`config.mk`:
```
export PLATFORM = sky130hd
export DESIGN_NAME = fft_sdf_stage_ctrl
export DESIGN_NICKNAME = d
export VERILOG_FILES = /design/src/rtl/fft_ctrl_pkg.sv /design/src/rtl/valid_delay_line.sv /design/src/rtl/fft_sdf_stage_ctrl.sv
export SDC_FILE = /design/constraint.sdc
export NUM_CORES = 1
export LEC_CHECK = 0
export CORE_MARGIN = 5
export CORE_UTILIZATION = 54
export CTS_CLUSTER_DIAMETER = 200
export DETAILED_ROUTE_END_ITERATION = 12
export DONT_BUFFER_PORTS = 1
export PLACE_DENSITY = 0.69
export SLEW_MARGIN = 20
export SYNTH_ARGS = -nofsm -noshare
export SYNTH_HDL_FRONTEND = slang
export SYNTH_SLANG_ARGS = --single-unit
```
`constraint.sdc`:
```
create_clock -name clk -period 2.2 [get_ports clk]
set_input_delay 0.22 -clock clk [delete_from_list [all_inputs] [get_ports clk]]
set_output_delay 0.22 -clock clk [all_outputs]
set_load 0.01 [all_outputs]
```
`src/rtl/fft_ctrl_pkg.sv`:
```
// Shared definitions for the radix-2 SDF stage sequencer: state encoding,
// frame geometry helpers and twiddle-index composition.
package fft_ctrl_pkg;

  localparam logic [1:0] ST_IDLE  = 2'd0;
  localparam logic [1:0] ST_FILL  = 2'd1;
  localparam logic [1:0] ST_BFLY  = 2'd2;
  localparam logic [1:0] ST_DRAIN = 2'd3;

  // Ceiling log2, never below 1 so that degenerate counters keep a legal width.
  function automatic int clog2_min1(input int v);
    int r = 1;
    while ((1 << r) < v) r++;
    return r;
  endfunction

  function automatic int beats_per_frame(input int n_pt, input int par);
    return n_pt / par;
  endfunction

  function automatic int blks_per_frame(input int n_pt, input int par, input int half);
    return n_pt / (par * 2 * half);
  endfunction

  function automatic int tw_width(input int n_pt, input int par);
    return clog2_min1(n_pt / (2 * par));
  endfunction

  // Twiddle index is the beat position within the B halves of the frame.
  function automatic int tw_compose(input int blk, input int beat, input int half);
    return blk * half + beat;
  endfunction

  localparam int DEF_PAR         = 16;
  localparam int DEF_N_PT        = 512;
  localparam int DEF_HALF_BEATS  = 2;
  localparam int BEATS_PER_FRAME = beats_per_frame(DEF_N_PT, DEF_PAR);
  localparam int BLKS_PER_FRAME  = blks_per_frame(DEF_N_PT, DEF_PAR, DEF_HALF_BEATS);
  localparam int TW_W            = tw_width(DEF_N_PT, DEF_PAR);

endpackage

```
`src/rtl/valid_delay_line.sv`:
```
// Fixed-latency delay for the output qualifiers so they line up with the
// butterfly pipeline. DEPTH = 0 degenerates to a wire.
module valid_delay_line #(
  parameter int DEPTH = 1,
  parameter int WIDTH = 2
) (
  input  logic             clk,
  input  logic             rst,
  input  logic [WIDTH-1:0] din,
  output logic [WIDTH-1:0] dout
);

  generate
    if (DEPTH == 0) begin : g_wire
      assign dout = din;
    end else begin : g_pipe
      logic [WIDTH-1:0] pipe [DEPTH];

      // NOTE: this is a short qualifier pipe, not a storage array, so every
      // stage is reset; stale valids must never leak out after reset.
      always_ff @(posedge clk) begin
        if (rst) begin
          for (int i = 0; i < DEPTH; i++) pipe[i] <= '0;
        end else begin
          pipe[0] <= din;
          for (int i = 1; i < DEPTH; i++) pipe[i] <= pipe[i-1];
        end
      end

      assign dout = pipe[DEPTH-1];
    end
  endgenerate

endmodule

```
`src/rtl/fft_sdf_stage_ctrl.sv`:
```
// Sequencer for one radix-2 SDF FFT stage: frames beats into FILL/BFLY halves,
// drives shift/butterfly/mux/twiddle, drains on flush. Optional error flag:
// define FFT_SDF_CTRL_ERR_CHK_EN.
module fft_sdf_stage_ctrl
  import fft_ctrl_pkg::*;
#(
  parameter int PAR        = DEF_PAR,
  parameter int N_PT       = DEF_N_PT,
  parameter int HALF_BEATS = DEF_HALF_BEATS,
  parameter int BF_LAT     = 1,
  parameter int FCNT_W     = 16
) (
  input  logic                              clk,
  input  logic                              rst,
  input  logic                              din_valid,
  input  logic                              din_sof,
  input  logic                              flush,
  output logic                              sr_shift_en,
  output logic                              bf_en,
  output logic                              out_sel,
  output logic [tw_width(N_PT, PAR)-1:0]    tw_idx,
  output logic                              dout_valid,
  output logic                              dout_sof,
  output logic                              busy,
  output logic [FCNT_W-1:0]                 frame_cnt
`ifdef FFT_SDF_CTRL_ERR_CHK_EN
  ,
  output logic                              err_sticky
`endif
);

  localparam int TWW    = tw_width(N_PT, PAR);
  localparam int BLKS   = blks_per_frame(N_PT, PAR, HALF_BEATS);
  localparam int BEAT_W = clog2_min1(HALF_BEATS);
  localparam int BLK_W  = clog2_min1(BLKS);

  localparam logic [BEAT_W-1:0] BEAT_LAST  = BEAT_W'(HALF_BEATS - 1);
  localparam logic [BLK_W-1:0]  BLK_LAST   = BLK_W'(BLKS - 1);
  // The frame-start beat is itself the first FILL beat, so counting resumes at 1.
  localparam logic [BEAT_W-1:0] BEAT_FIRST = (HALF_BEATS == 1) ? '0 : BEAT_W'(1);
  localparam logic [1:0]        ST_FIRST   = (HALF_BEATS == 1) ? ST_BFLY : ST_FILL;

  logic [1:0]        state, state_d;
  logic [BEAT_W-1:0] beat, beat_d;
  logic [BLK_W-1:0]  blk, blk_d;
  logic              pend, pend_d;
  logic [FCNT_W-1:0] fcnt_d;
  logic              shift, bf, sel, emit, sof_src, start_frame, misaligned;
  logic [TWW-1:0]    tw_val;

`ifdef FFT_SDF_CTRL_ERR_CHK_EN
  assign misaligned = din_valid && din_sof && (state == ST_FILL || state == ST_BFLY)
                      && !(state == ST_FILL && beat == '0 && blk == '0);
`else
  assign misaligned = 1'b0;
`endif

  // NOTE: every signal written here gets a default first, so no path can
  // leave one unassigned and infer a latch.
  always_comb begin
    state_d     = state;
    beat_d      = beat;
    blk_d       = blk;
    pend_d      = pend;
    fcnt_d      = frame_cnt;
    shift       = 1'b0;
    bf          = 1'b0;
    sel         = 1'b0;
    emit        = 1'b0;
    sof_src     = 1'b0;
    tw_val      = '0;
    start_frame = 1'b0;

    case (state)
      ST_IDLE: begin
        if (din_valid && din_sof) begin
          start_frame = 1'b1;
        end else if (!din_valid && flush && pend) begin
          state_d = ST_DRAIN;
          beat_d  = '0;
        end
      end
      ST_FILL: begin
        if (din_valid && misaligned) begin
          start_frame = 1'b1;
        end else if (din_valid) begin
          shift = 1'b1;
          sel   = pend;
          emit  = pend;
          if (beat == BEAT_LAST) begin
            state_d = ST_BFLY;
            beat_d  = '0;
          end else begin
            beat_d = beat + 1'b1;
          end
        end else if (flush && beat == '0) begin
          state_d = pend ? ST_DRAIN : ST_IDLE;
          beat_d  = '0;
          blk_d   = '0;
        end
      end
      ST_BFLY: begin
        if (din_valid && misaligned) begin
          start_frame = 1'b1;
        end else if (din_valid) begin
          shift   = 1'b1;
          bf      = 1'b1;
          emit    = 1'b1;
          sof_src = (beat == '0) && (blk == '0);
          tw_val  = TWW'(tw_compose(int'(blk), int'(beat), HALF_BEATS));
          if (beat == BEAT_LAST) begin
            state_d = ST_FILL;
            beat_d  = '0;
            pend_d  = 1'b1;
            if (blk == BLK_LAST) begin
              blk_d  = '0;
              fcnt_d = frame_cnt + 1'b1;
            end else begin
              blk_d = blk + 1'b1;
            end
          end else begin
            beat_d = beat + 1'b1;
          end
        end
      end
      default: begin
        // DRAIN runs every cycle regardless of input; incoming beats are dropped.
        shift = 1'b1;
        sel   = 1'b1;
        emit  = 1'b1;
        if (beat == BEAT_LAST) begin
          state_d = ST_IDLE;
          beat_d  = '0;
          pend_d  = 1'b0;
        end else begin
          beat_d = beat + 1'b1;
        end
      end
    endcase

    if (start_frame) begin
      shift   = 1'b1;
      bf      = 1'b0;
      sel     = pend;
      emit    = pend;
      sof_src = 1'b0;
      tw_val  = '0;
      state_d = ST_FIRST;
      beat_d  = BEAT_FIRST;
      blk_d   = '0;
    end
  end

  // NOTE: sequential state uses non-blocking assignments only, so every
  // register samples the pre-edge values computed above.
  always_ff @(posedge clk) begin
    if (rst) begin
      state     <= ST_IDLE;
      beat      <= '0;
      blk       <= '0;
      pend      <= 1'b0;
      frame_cnt <= '0;
    end else begin
      state     <= state_d;
      beat      <= beat_d;
      blk       <= blk_d;
      pend      <= pend_d;
      frame_cnt <= fcnt_d;
    end
  end

`ifdef FFT_SDF_CTRL_ERR_CHK_EN
  always_ff @(posedge clk) begin
    if (rst)                                          err_sticky <= 1'b0;
    else if (misaligned || (state == ST_DRAIN && din_valid)) err_sticky <= 1'b1;
  end
`endif

  // Reset blanks the strobes in the same cycle so an abort never moves the datapath.
  assign sr_shift_en = shift & ~rst;
  assign bf_en       = bf & ~rst;
  assign out_sel     = sel & ~rst;
  assign tw_idx      = rst ? '0 : tw_val;
  assign busy        = (state != ST_IDLE);

  valid_delay_line #(
    .DEPTH (BF_LAT),
    .WIDTH (2)
  ) u_vdl (
    .clk  (clk),
    .rst  (rst),
    .din  ({sof_src, emit}),
    .dout ({dout_sof, dout_valid})
  );

endmodule
```
==> results of run 1 <==
[power groups by stage]
stage | Clock (uW) | Combinational [uW] | Sequential [uW]
6_report | 206 | 495 | 518
5_1_grt | 240 | 542 | 522
4_1_cts | 216 | 483 | 516
3_5_place_dp | 0 | 476 | 522
3_3_place_gp | 0 | 468 | 520
2_1_floorplan | 0 | 387 | 513
[cells in the mapped netlist (5+ instances only)]
master | n | area (sq um)
mux2i_1 | 6 | 60.1
nor2_1 | 12 | 45.0
nand3_1 | 5 | 25.0
xor2_1 | 7 | 61.3
dfxtp_1 | 25 | 500
inv_1 | 10 | 37.5
nand4_1 | 6 | 37.5
and2_1 | 6 | 37.5
ha_1 | 10 | 125
o21ai_0 | 8 | 40.0
nand2_1 | 13 | 48.8
a21oi_1 | 11 | 55.1
[registers in the layout, summed over array words and instances, names as in the netlist]
register / count
frame_cnt: 16
blk: 3
state: 2
u_vdl.g_pipe.pipe: 2
beat: 1
pend: 1
[layer usage]
layer	track usage	share of wire	up-vias
li1	-	-	612
met2	0.260	0.47	37
met5	0	0	-
met3	0.0432	0.073	4
met4	0.0407	0.010	0
met1	0.186	0.44	559
[logic make-up after synthesis]
family                   after synthesis
AND/OR/NAND/NOR                       69
flip-flops                            25
AO/OA/AOI/OAI                         36
multiplexers                           6
adder cells (fa/ha/maj)               10
XOR/XNOR                               8
buffers and inverters                 17
[worst max-delay path, stage by stage (launching register included)]
cell     delay [ns]
dfxtp_2        0.40
inv_1          0.09
ha_2           0.23
and3_1         0.26
nor2_2         0.14
and3_4         0.25
and2_1         0.19
[final cells by class]
class                   count  area (sq um)  share of cell area
clock buffers               3          22.5              0.0145
repair buffers              5          40.0              0.0258
inverters                  10          37.5              0.0242
multi-input cells         129           901               0.580
clock inverters             1          7.51             0.00483
well taps                  31          38.8              0.0250
flip-flops and latches     25           505               0.326
[timing repair]
item	4_1_cts	5_1_grt
gates resized for setup	2	5
hold buffers	1	0
endpoints found under the hold margin	18	0
pin swaps	0	0
endpoints found under the setup margin	4	5
[worst paths after layout]
check / startpoint / end / slack (ns)
worst max-delay path: state[0] / tw_idx[0] / 0.12
worst min-delay path: rst / state[0] / 0.06
worst max register to register: blk[0] / frame_cnt[15] / 0.25
worst min register to register: blk[1] / blk[1] / 0.51
[per-stage QoR]
step,cell area [sq um],utilization,setup WS (ns)
2_1_floorplan,1470,-,0.207
3_3_place_gp,1500,0.557,0.321
3_5_place_dp,1500,0.557,0.273
4_1_cts,1540,0.572,0.00349
5_1_grt,1550,0.578,0.00610
6_report,1550,0.578,0.125
==> results.yml, run 1 <==
run_status:
  outcome: "completed"
pwr:
  seqPwrFrac: 0.425
  vdd_drop_max_mv: 0.511
  power_uw: 1220
  p_int_uw: 774
  p_sw_uw: 446
  switching_share: 0.366
  leakagePower_uw: 0.000582
  p_clk_frac: 0.169
  power.density_mw_per_mm2: 785
  p_comb_frac: 0.406
floorplanning:
  die_x_microns: 62.2
  std_cell_rows: 19
  pin_count: 31
  initial_core_util: 0.548
  coreArea_sq_mm: 0.00269
  dieArea_sq_mm: 0.00387
  die_height_microns: 62.2
detailed_routing:
  remaining_drc_errors: 0
  ant_nets: 0
  detail_route.wl_per_cell_microns: 14.6
  vias: 1212
  drtPass1Iterations: 4
  vias_per_cell: 5.94
  drt_wl_total_microns: 2980
  drt-initial-drc-count: 81
yosys:
  synth_edf_count: 0
  netlist_area_sq_mm: 0.00147
  synth_mux_area_frac: 0.0408
  yosysSeqAreaShare: 0.340
  synth_compound_gate_area_share: 0.155
  yosys.area_share.adder: 0.0850
  syn_area_per_cell_sq_um: 8.60
  syn_inst: 171
  synth_nets: 186
  synth_top_family_by_area: "simple AND/OR/NAND/NOR gates"
  synth-simple-area-share: 0.276
  ys.flop_type: "dfxtp_1"
  synth_xor_area_frac: 0.0476
  synthArstFlopShare: 0
  ys_seq_elements: 25
  synth_warnings: 0
  synth.distinct_cells: 43
timing:
  fin_crit_ns: 2.08
  tns_ns: 0
  tightest_slew_ns: 0.632
  hold_ws_ns: 0.0648
  drv_slew: 0
  fmax_mhz: 482
  setup-violations-final: 0
  hold_viol_final: 0
  min_period_over_period: 0.943
  clock_skew_ns: 0.00382
  rsz0062_at_grt: "no"
  slew_headroom: 0.577
cells_and_area:
  area_growth_pct: 5.53
  instances_no_fill: 204
  drive_above_1_share: 0.139
  fill_cells: 245
  layout_common_cells: "dfxtp_1 (23), nand2_1 (13), nor2_1 (12), inv_1 (10), a21oi_1 (10)"
  final_nets: 189
  final_common_cell: "dfxtp_1"
  diodes: 0
grt:
  grt_max_degree: 19
  track_usage: 0.153
  grt_pass1_wl_microns: 5130
  antenna_found_initial: 0
  gr-total-overflow: 0
  grt_pass1_vias: 1128
critical_path:
  crit_type: "register to primary output"
  cp-start-kind: "register"
  crit_path_max_fanout: 7
  reg2regPathDepth: 6
  required_ns: 1.98
  crit_arrival_ns: 1.86
  critPathCaptureType: "primary output"
placement:
  gp_congestion: 0.883
  dp.cells: 199
  dp_hpwl_microns: 2230
  port_buffers: 0
cts:
  cts.path.max_buffers: 2
  cts_sinks: 25
  cts_setup_buffers: 0
  numCtsBuffers: 3
  clock-root-buffer: "clkbuf_4"
  path_clk_slew_ns: 0.14
  clk_latency_ns: 0.31
  htreeDepth: 1
  cts_tree: "built"
hold_path:
  hold_path.class: "input port to register"
  min_delay_path_depth: 2
job:
  drv_cap: 0
Note: power is estimated with default switching activity, not from simulation.
==> inputs of run 2 (changes only) <==
Settings changed: CORE_MARGIN 5 to 3.
==> run 2 against run 1 <==
Effect of this change: combinational power shrank 6.9%; flip-flop and latch count did not move; register-to-register slack worse by 0.08 ns; wire length rose by 3.1%; largest cell class unchanged; via count is 2.8% higher; clock-buffer cell count grew 1.
==> results.yml, run 2 (synthesis gave the netlist of run 1 again) <==
run_status:
  outcome: "completed"
floorplanning:
  std_cell_rows: 18
  initial_core_util: 0.578
  coreArea_sq_mm: 0.00254
  die_height_microns: 58.2
  die_x_microns: 58.2
  dieArea_sq_mm: 0.00339
  pin_count: 31
timing:
  fin_crit_ns: 2.03
  drv_slew: 0
  rsz0062_at_grt: "no"
  hold_viol_final: 0
  tns_ns: 0
  setup-violations-final: 0
  slew_headroom: 0.558
  tightest_slew_ns: 0.661
  fmax_mhz: 493
  min_period_over_period: 0.923
  clock_skew_ns: 0.00115
cells_and_area:
  final_nets: 188
  diodes: 0
  drive_above_1_share: 0.122
  area_growth_pct: 4.34
  reg_top3: "frame_cnt x16, blk x3"
  regMostFlops: "frame_cnt"
  final_area_sq_mm: 0.00154
  final_common_cell: "dfxtp_1"
  layout_common_cells: "dfxtp_1 (23), nand2_1 (13), nor2_1 (12), a21oi_1 (11), inv_1 (10)"
  largest_register_ffs: 16
detailed_routing:
  vias: 1246
  vias_per_cell: 6.17
  ant_nets: 0
  remaining_drc_errors: 0
  drt-initial-drc-count: 31
  drtPass1Iterations: 4
  drt_wl_total_microns: 3080
  detail_route.wl_per_cell_microns: 15.2
critical_path:
  path_delay_family: "simple AND/OR/NAND/NOR gates"
  critPathCaptureType: "primary output"
  reg2regPathDepth: 6
  worst-path-buf-inv: 1
  max_stage_delay_ns: 0.38
  crit_type: "register to primary output"
  slowest_stage: "dfxtp_2"
  worstSetupPathDepth: 6
  crit_path_max_fanout: 7
  required_ns: 1.98
  cp-start-kind: "register"
  crit_arrival_ns: 1.81
  crit_chain: "inv_1, ha_2, and3_2, nor2_2, and3_4, and2_1"
pwr:
  power.density_mw_per_mm2: 783
  leakagePower_uw: 0.000576
  vdd_drop_max_mv: 0.560
placement:
  gp_congestion: 0.881
  dp_hpwl_microns: 2280
  port_buffers: 0
  post_dp_cell_area_sq_mm: 0.00149
cts:
  cts_sinks: 25
  clk_latency_ns: 0.31
  numCtsBuffers: 3
  cts_setup_buffers: 0
  clock-root-buffer: "clkbuf_4"
  path_clk_slew_ns: 0.13
  cts.path.max_buffers: 2
  cts_tree: "built"
  htreeDepth: 1
hold_path:
  hold_path.class: "input port to register"
  min_delay_path_depth: 2
grt:
  grt_pass1_wl_microns: 5380
  antenna_found_initial: 0
  gr-total-overflow: 0
  track_usage: 0.202
  grt_pass1_vias: 1218
  grt_max_degree: 19
job:
  drv_cap: 0
run 2: layout make-up:
| cell class | instances | area, sq um |
|---|---|---|
| Multi-Input combinational cell | 129 | 896 |
| Clock buffer | 4 | 26.3 |
| Inverter | 10 | 37.5 |
| Tap cell | 30 | 37.5 |
| Fill cell | 237 | 1010 |
| Sequential cell | 25 | 505 |
| Timing Repair Buffer | 4 | 32.5 |
run 2: worst reg2reg max path: stages (launching register included):
cell and delay [ns]:
dfxtp_4 0.38, inv_1 0.10, ha_1 0.31, and4_1 0.37, nand3_4 0.13, or4_1 0.51
a21oi_1 0.17
run 2: power breakdown:
part	switching (uW)	internal, uW	total [uW]
registers	53.1	487	540
logic	257	203	461
clock network	131	70.9	202
run 2: per-stage QoR:
stage / std cells / utilization / power (uW) / setup WS, ns / hold slack, ns
after floorplan: 171 / - / 900 / 0.207 / 0.400
after global placement: 197 / 0.584 / 971 / 0.303 / 0.293
after global routing: 202 / 0.603 / 1290 / 0.0443 / 0.0495
final: 202 / 0.603 / 1200 / 0.170 / 0.0658
after detailed placement: 197 / 0.584 / 985 / 0.193 / 0.295
after CTS: 202 / 0.600 / 1200 / 0.0226 / 0.0481
run 2: per-layer routing:
layer  global-route usage  share of wire
met5                    0              0
met4               0.0563         0.0085
met3               0.0624          0.056
met2                0.337           0.48
met1                0.251           0.45
run 2: worst paths after layout:
check / startpoint / endpoint / slack (ns)
max: state[1] / tw_idx[2] / 0.17
min: rst / state[0] / 0.07
max reg2reg: state[0] / frame_cnt[13] / 0.17
min reg2reg: state[1] / state[1] / 0.50
run 2: what timing repair did:
| item | in CTS | in global routing |
|---|---|---|
| gates resized for setup | 3 | 3 |
| hold endpoints to repair | 18 | 0 |
| pin swaps | 0 | 0 |
| hold buffers | 1 | 0 |
| endpoints found under the setup margin | 4 | 4 |
